==> src/rtl/varcic_mc_if.sv <==
// Configuration, sample-input and decimated-output bundle for the multi-channel CIC decimator.
// The master side feeds samples and settings; the slave side is the decimator itself.
interface varcic_mc_if #(
  parameter int CHANNELS  = 2,
  parameter int IN_WIDTH  = 18,
  parameter int OUT_WIDTH = 18
);
  logic [5:0]                    decimation;
  logic [5:0]                    out_shift;
  logic                          in_strobe;
  logic [CHANNELS*IN_WIDTH-1:0]  in_data;
  logic                          out_strobe;
  logic [CHANNELS*OUT_WIDTH-1:0] out_data;
  logic                          overflow;

  modport master (
    output decimation, out_shift, in_strobe, in_data,
    input  out_strobe, out_data, overflow
  );

  modport slave (
    input  decimation, out_shift, in_strobe, in_data,
    output out_strobe, out_data, overflow
  );
endinterface

==> src/rtl/varcic_mc.sv <==
// Multi-channel CIC decimator with a runtime ratio (1..63) and a runtime output shift.
// Output scaling rounds half-up, then saturates; overflow is sticky until reset.
module varcic_mc #(
  parameter int STAGES    = 5,
  parameter int IN_WIDTH  = 18,
  parameter int OUT_WIDTH = 18,
  parameter int ACC_WIDTH = 48,
  parameter int CHANNELS  = 2
) (
  input logic        clock,
  input logic        reset,
  varcic_mc_if.slave bus
);
  localparam int SHIFT_MAX = ACC_WIDTH - OUT_WIDTH;
  localparam int SHIFT_LIM = (SHIFT_MAX > 63) ? 63 : SHIFT_MAX;
  localparam logic [5:0] SHIFT_CAP = 6'(SHIFT_LIM);
  localparam int FLUSH_W = $clog2(STAGES + 1);
  localparam logic [FLUSH_W-1:0] FLUSH_LEN = FLUSH_W'(STAGES);
  localparam logic signed [ACC_WIDTH:0] SAT_MAX =
    {{(ACC_WIDTH - OUT_WIDTH + 2){1'b0}}, {(OUT_WIDTH - 1){1'b1}}};
  localparam logic signed [ACC_WIDTH:0] SAT_MIN =
    {{(ACC_WIDTH - OUT_WIDTH + 2){1'b1}}, {(OUT_WIDTH - 1){1'b0}}};

  logic [5:0]         dec_eff;
  logic [5:0]         r_lat;
  logic [5:0]         cnt;
  logic [5:0]         s_cur;
  logic [5:0]         s_lat;
  logic               dec_change;
  logic               comb_strobe;
  logic [FLUSH_W-1:0] flush_cnt;
  logic               flush_done;

  logic signed [ACC_WIDTH-1:0] integ      [CHANNELS][STAGES];
  logic signed [ACC_WIDTH-1:0] integ_next [CHANNELS][STAGES];
  logic signed [ACC_WIDTH-1:0] comb_in    [CHANNELS][STAGES];
  logic signed [ACC_WIDTH-1:0] comb_diff  [CHANNELS][STAGES];
  logic signed [ACC_WIDTH-1:0] comb_dly   [CHANNELS][STAGES];
  logic signed [ACC_WIDTH-1:0] comb_out   [CHANNELS];

  logic signed [ACC_WIDTH:0]   rnd_add [CHANNELS];
  logic signed [ACC_WIDTH:0]   rnd_sum [CHANNELS];
  logic signed [ACC_WIDTH:0]   rnd_val [CHANNELS];
  logic signed [OUT_WIDTH-1:0] sat_val [CHANNELS];
  logic [CHANNELS-1:0]         sat_hit;

  logic                          out_strobe_r;
  logic [CHANNELS*OUT_WIDTH-1:0] out_data_r;
  logic                          overflow_r;

  assign dec_eff    = (bus.decimation == 6'd0) ? 6'd1 : bus.decimation;
  assign dec_change = (dec_eff != r_lat);
  assign s_cur      = (bus.out_shift > SHIFT_CAP) ? SHIFT_CAP : bus.out_shift;
  assign flush_done = (flush_cnt == FLUSH_LEN);

  assign bus.out_strobe = out_strobe_r;
  assign bus.out_data   = out_data_r;
  assign bus.overflow   = overflow_r;

  // Integrators cascade within one cycle so a ratio of 1 is a pure 2-cycle pass-through.
  always_comb begin
    for (int k = 0; k < CHANNELS; k++) begin
      integ_next[k][0] = integ[k][0] +
        {{(ACC_WIDTH - IN_WIDTH){bus.in_data[k*IN_WIDTH + IN_WIDTH - 1]}},
         bus.in_data[k*IN_WIDTH +: IN_WIDTH]};
      for (int i = 1; i < STAGES; i++) begin
        integ_next[k][i] = integ[k][i] + integ_next[k][i-1];
      end
    end
  end

  always_comb begin
    for (int k = 0; k < CHANNELS; k++) begin
      for (int i = 0; i < STAGES; i++) begin
        comb_in[k][i]   = (i == 0) ? integ[k][STAGES-1] : comb_diff[k][i-1];
        comb_diff[k][i] = comb_in[k][i] - comb_dly[k][i];
      end
      comb_out[k] = comb_diff[k][STAGES-1];
    end
  end

  // Round half-up at the shift point, then clamp to the signed output range.
  always_comb begin
    for (int k = 0; k < CHANNELS; k++) begin
      rnd_add[k] = '0;
      if (s_lat != 6'd0) begin
        rnd_add[k][s_lat - 6'd1] = 1'b1;
      end
      rnd_sum[k] = {comb_out[k][ACC_WIDTH-1], comb_out[k]} + rnd_add[k];
      rnd_val[k] = rnd_sum[k] >>> s_lat;
      sat_hit[k] = 1'b0;
      if (rnd_val[k] > SAT_MAX) begin
        sat_val[k] = SAT_MAX[OUT_WIDTH-1:0];
        sat_hit[k] = 1'b1;
      end else if (rnd_val[k] < SAT_MIN) begin
        sat_val[k] = SAT_MIN[OUT_WIDTH-1:0];
        sat_hit[k] = 1'b1;
      end else begin
        sat_val[k] = rnd_val[k][OUT_WIDTH-1:0];
      end
    end
  end

  // A ratio change restarts the filter from a clean state, dropping any coincident sample.
  always_ff @(posedge clock) begin
    s_lat <= s_cur;
    if (reset) begin
      r_lat        <= dec_eff;
      cnt          <= 6'd0;
      comb_strobe  <= 1'b0;
      flush_cnt    <= '0;
      out_strobe_r <= 1'b0;
      out_data_r   <= '0;
      overflow_r   <= 1'b0;
      for (int k = 0; k < CHANNELS; k++) begin
        for (int i = 0; i < STAGES; i++) begin
          integ[k][i]    <= '0;
          comb_dly[k][i] <= '0;
        end
      end
    end else if (dec_change) begin
      r_lat        <= dec_eff;
      cnt          <= 6'd0;
      comb_strobe  <= 1'b0;
      flush_cnt    <= '0;
      out_strobe_r <= 1'b0;
      for (int k = 0; k < CHANNELS; k++) begin
        for (int i = 0; i < STAGES; i++) begin
          integ[k][i]    <= '0;
          comb_dly[k][i] <= '0;
        end
      end
    end else begin
      comb_strobe  <= 1'b0;
      out_strobe_r <= 1'b0;
      if (bus.in_strobe) begin
        for (int k = 0; k < CHANNELS; k++) begin
          for (int i = 0; i < STAGES; i++) begin
            integ[k][i] <= integ_next[k][i];
          end
        end
        if (cnt == r_lat - 6'd1) begin
          cnt         <= 6'd0;
          comb_strobe <= 1'b1;
        end else begin
          cnt <= cnt + 6'd1;
        end
      end
      if (comb_strobe) begin
        for (int k = 0; k < CHANNELS; k++) begin
          for (int i = 0; i < STAGES; i++) begin
            comb_dly[k][i] <= comb_in[k][i];
          end
        end
        if (!flush_done) begin
          flush_cnt <= flush_cnt + FLUSH_W'(1);
        end else begin
          out_strobe_r <= 1'b1;
          for (int k = 0; k < CHANNELS; k++) begin
            out_data_r[k*OUT_WIDTH +: OUT_WIDTH] <= sat_val[k];
          end
          if (|sat_hit) begin
            overflow_r <= 1'b1;
          end
        end
      end
    end
  end
endmodule

==> src/flat_wrapper.sv <==
// flat-port wrapper written by rule: the top's interface ports become plain ports
module varcic_mc_flat 
#(
  parameter int STAGES    = 5,
  parameter int IN_WIDTH  = 18,
  parameter int OUT_WIDTH = 18,
  parameter int ACC_WIDTH = 48,
  parameter int CHANNELS  = 2
)
  (clock, reset, bus_decimation, bus_out_shift, bus_in_strobe, bus_in_data, bus_out_strobe, bus_out_data, bus_overflow);
  varcic_mc_if #(.CHANNELS(CHANNELS), .IN_WIDTH(IN_WIDTH), .OUT_WIDTH(OUT_WIDTH)) bus_i ();
  input logic clock;
  input logic reset;
  input wire logic [$bits(bus_i.decimation)-1:0] bus_decimation;
  input wire logic [$bits(bus_i.out_shift)-1:0] bus_out_shift;
  input wire logic [$bits(bus_i.in_strobe)-1:0] bus_in_strobe;
  input wire logic [$bits(bus_i.in_data)-1:0] bus_in_data;
  output wire logic [$bits(bus_i.out_strobe)-1:0] bus_out_strobe;
  output wire logic [$bits(bus_i.out_data)-1:0] bus_out_data;
  output wire logic [$bits(bus_i.overflow)-1:0] bus_overflow;
  assign bus_i.decimation = bus_decimation;
  assign bus_i.out_shift = bus_out_shift;
  assign bus_i.in_strobe = bus_in_strobe;
  assign bus_i.in_data = bus_in_data;
  assign bus_out_strobe = bus_i.out_strobe;
  assign bus_out_data = bus_i.out_data;
  assign bus_overflow = bus_i.overflow;
  varcic_mc #(.STAGES(STAGES), .IN_WIDTH(IN_WIDTH), .OUT_WIDTH(OUT_WIDTH), .ACC_WIDTH(ACC_WIDTH), .CHANNELS(CHANNELS)) u_core (.clock(clock), .reset(reset), .bus(bus_i));
endmodule
==> config.mk <==
export PLATFORM = sky130hd
export DESIGN_NAME = varcic_mc_flat
export DESIGN_NICKNAME = d
export VERILOG_FILES = /design/src/rtl/varcic_mc_if.sv /design/src/rtl/varcic_mc.sv /design/src/flat_wrapper.sv
export SDC_FILE = /design/constraint.sdc
export NUM_CORES = 2
export LEC_CHECK = 0
export CORE_MARGIN = 2
export CORE_UTILIZATION = 50
export DETAILED_ROUTE_END_ITERATION = 10
export HOLD_SLACK_MARGIN = 0.1
export PLACE_DENSITY = 0.76
export SKIP_CTS_REPAIR_TIMING = 1
export SYNTH_ARGS = -nofsm -noshare
export SYNTH_HDL_FRONTEND = slang
export SYNTH_SLANG_ARGS = --single-unit
==> constraint.sdc <==
create_clock -name clock -period 36.2 [get_ports clock]
set_clock_uncertainty 0.15 [all_clocks]
set_input_delay 9.05 -clock clock [delete_from_list [all_inputs] [get_ports clock]]
set_output_delay 9.05 -clock clock [all_outputs]
set_load 0.1 [all_outputs]
==> impl_metrics.sql <==
INSERT INTO impl_metrics (metric_group, metric, value, unit) VALUES
('detailed_routing', 'dr_total_vias', '75900', ''),
('die', 'io_pins', '89', ''),
('logic_synthesis', 'mappedNetlistNets', '11600', ''),
('logic_synthesis', 'synth_fa_ha_area_share', '14.3', '%'),
('die', 'die_h', '438', 'um'),
('logic_synthesis', 'synth_cells', '10500', ''),
('logic_synthesis', 'ys_async_sr_fraction', '0', '%'),
('logic_synthesis', 'fraction_of_the_yosys_area_taken_by_sequential_cells', '32.0', '%'),
('timing', 'rsz0062_at_grt', 'no', ''),
('setup_path', 'worst-endpoint-arrival', '21.55', 'ns'),
('final_layout', 'area.growth.synth_to_final', '7.89', '%'),
('die', 'coreArea', '0.187', 'mm^2'),
('detailed_routing', 'drtIter0Drc', '4988', ''),
('final_layout', 'leading_cell_type_in_the_layout_fill_and_taps_excluded', 'sky130_fd_sc_hd__ha_1', ''),
('min_path', 'min_path_type', 'reg2reg', ''),
('setup_path', 'timing.critical_path.required', '36.55', 'ns'),
('die', 'die_w', '438', 'um'),
('setup_path', 'most_common_cell_on_crit_path', 'sky130_fd_sc_hd__a21o_1', ''),
('clock_tree', 'clk_lat_worst_skew', '0.81', 'ns'),
('global_routing', 'gr-usage-all-layers', '22.5', '%'),
('final_layout', 'post_layout_nonfiller_instances', '13000', ''),
('setup_path', 'r2r.worst_path.cells', '78', ''),
('placement', 'gp_routability_congestion', '0.965', ''),
('clock_tree', 'h-tree-depth', '3', ''),
('setup_path', 'critical_path.max_fanout', '6', ''),
('setup_path', 'crit_path_end_kind', 'flop', ''),
('timing', 'setup_viol', '0', ''),
('logic_synthesis', 'post_synth_xor_area_fraction', '9.08', '%'),
('global_routing', 'number_of_global_route_vias_before_repair', '72800', ''),
('detailed_routing', 'post_route_ant_nets', '0', ''),
('clock_tree', 'clockRootBuffer', 'sky130_fd_sc_hd__clkbuf_16', ''),
('final_layout', 'multi_input_comb_area', '0.0600', 'mm^2'),
('detailed_routing', 'viasPerCell', '5.82', ''),
('global_routing', 'grt_first_pass_wirelength', '365', 'mm'),
('final_layout', 'seqCellArea', '0.0301', 'mm^2'),
('global_routing', 'number_of_antenna_violations_at_the_first_check_in_global_routing', '7', ''),
('timing', 'tightestPinTransition', '1.23', 'ns'),
('timing', 'timing.final.hold_violations', '0', ''),
('final_layout', 'final_layout_size_suffix_gt1_share', '4.03', '%'),
('die', 'floorplan.rows', '159', ''),
('placement', 'numPortBuffers', '88', ''),
('logic_synthesis', 'combinational_family_with_the_most_area_after_synthesis', 'compound AO/OA/AOI/OAI gates', ''),
('detailed_routing', 'final_wl', '225', 'mm'),
('die', 'design.die.area', '0.192', 'mm^2'),
('logic_synthesis', 'synth_edf_count', '966', ''),
('setup_path', 'worst_path_max_delay_cell', 'sky130_fd_sc_hd__fa_1', ''),
('outcome', 'run_status', 'completed', ''),
('logic_synthesis', 'synth.largest_area_cell', 'sky130_fd_sc_hd__edfxtp_1', ''),
('placement', 'placed_area', '0.0975', 'mm^2'),
('logic_synthesis', 'ys_dominant_reg_cell', 'sky130_fd_sc_hd__edfxtp_1', ''),
('final_layout', 'utilization', '54.2', '%'),
('detailed_routing', 'drt-wirelength-per-cell', '17.2', 'um'),
('final_layout', 'fillCellCount', '16500', ''),
('final_layout', 'most-common-layout-cells', '1043 x sky130_fd_sc_hd__ha_1, 966 x sky130_fd_sc_hd__edfxtp_1, 860 x sky130_fd_sc_hd__a21oi_1', ''),
('logic_synthesis', 'synth_seq_cells', '1020', ''),
('min_path', 'hold_path_depth', '2', ''),
('timing', 'clock.fmax', '0.0472', 'GHz'),
('global_routing', 'grt_max_degree', '195', ''),
('logic_synthesis', 'yosys.area.top_type_share', '30.8', '%'),
('die', 'initial_core_util', '50.2', '%'),
('clock_tree', 'cts.clk_slew.worst_paths', '0.06', 'ns'),
('timing', 'period_share', '58.6', '%'),
('logic_synthesis', 'synth_warnings', '0', ''),
('logic_synthesis', 'synth.area.mux_share', '2.68', '%'),
('timing', 'final.setup.tns', '0', 'ns'),
('global_routing', 'grt-ovfl-total', '0', ''),
('final_layout', 'nets', '11600', ''),
('detailed_routing', 'post_detailed_route_drc_marker_count', '0', ''),
('final_layout', 'stdcell_area', '0.102', 'mm^2'),
('logic_synthesis', 'synth_area_per_cell', '9.00', 'um^2'),
('setup_path', 'crit_path_max_incr_delay', '0.50', 'ns');
cell type report:
type,count,area share [%]
Multi-Input combinational cell,8354,59.1
Antenna cell,3,0.00739
Clock inverter,80,0.947
Clock buffer,144,3.00
Sequential cell,1020,29.6
Timing Repair Buffer,139,1.25
Tap cell,2495,3.07
Inverter,804,2.98
sequential cells by signal, indices dropped and copies added, names as in the netlist:
| name | flops |
|---|---|
| u_core.bus.out_strobe | 1 |
| u_core.bus.out_data | 36 |
| u_core.comb_dly | 480 |
| u_core.bus.overflow | 1 |
| u_core.cnt | 6 |
| u_core.integ | 480 |
| u_core.flush_cnt | 3 |
| u_core.r_lat | 6 |
| u_core.s_lat | 6 |
| u_core.comb_strobe | 1 |
critical path, delay by kind of cell:
family,cells,cell delay (ns)
xor+xnor,5,0.75
buf+inv,2,0.51
compound gates,33,6.87
simple gates,14,2.22
fa+ha+maj,6,2.15
per-stage QoR:
step / setup WS, ns / hold slack (ns)
6_report: 15.00 / 0.313
5_1_grt: 13.83 / 0.341
4_1_cts: 15.08 / 0.318
3_5_place_dp: 14.35 / 0.305
3_3_place_gp: 14.43 / 0.297
2_1_floorplan: 16.58 / 0.331
kinds of logic after synthesis:
| group | count (synthesis) |
|---|---|
| DFF | 1020 |
| xor gates and xnor gates | 960 |
| muxes | 213 |
| AOI/OAI and AO/OA | 2843 |
| and+or+nand+nor | 3272 |
| buffers and inverters | 1079 |
| other | 1 |
| adders and majority gates | 1065 |
routing by layer:
| layer | wire length (um) | global-route usage (%) | vias to the layer above | part of all wire [%] |
|---|---|---|---|---|
| met1 | 105000 | 30.2 | 36000 | 47 |
| met4 | 7530 | 8.09 | 0 | 3.4 |
| met5 | 0 | 0 | - | 0 |
| li1 | - | - | 37900 | - |
| met2 | 103000 | 37.4 | 1671 | 46 |
| met3 | 9640 | 2.73 | 373 | 4.3 |
cells in the mapped netlist, drive strengths merged, types with 32 or more instances:
cell type,instances
buf,37
edfxtp,966
a21boi,38
or2,33
o21a,131
a21oi,864
mux2i,153
o21ai,474
xor2,301
xnor2,654
nor4,32
inv,802
nand3,193
a31oi,72
and3,304
o31ai,39
nor2b,105
nor3,200
nand2,507
a211oi,128
o21bai,160
and2,686
clkbuf,238
nand2b,160
mux2,32
o211ai,71
ha,1043
nor2,830
nand4,72
dfxtp,54
or3,52
a21o,502
worst paths after layout:
check	startpoint	to	slack [ns]
setup / recovery	bus_in_data[0]	u_core.integ[0][47]	15.00
hold / removal	u_core.bus.out_data[22]	u_core.bus.out_data[22]	0.31
setup reg to reg	u_core.integ[1][0]	u_core.bus.out_data[31]	18.48
hold reg to reg	u_core.bus.out_data[22]	u_core.bus.out_data[22]	0.31
Power is not shown: default switching activity piles up to over one toggle a cycle in this logic, so the estimate is an artifact.
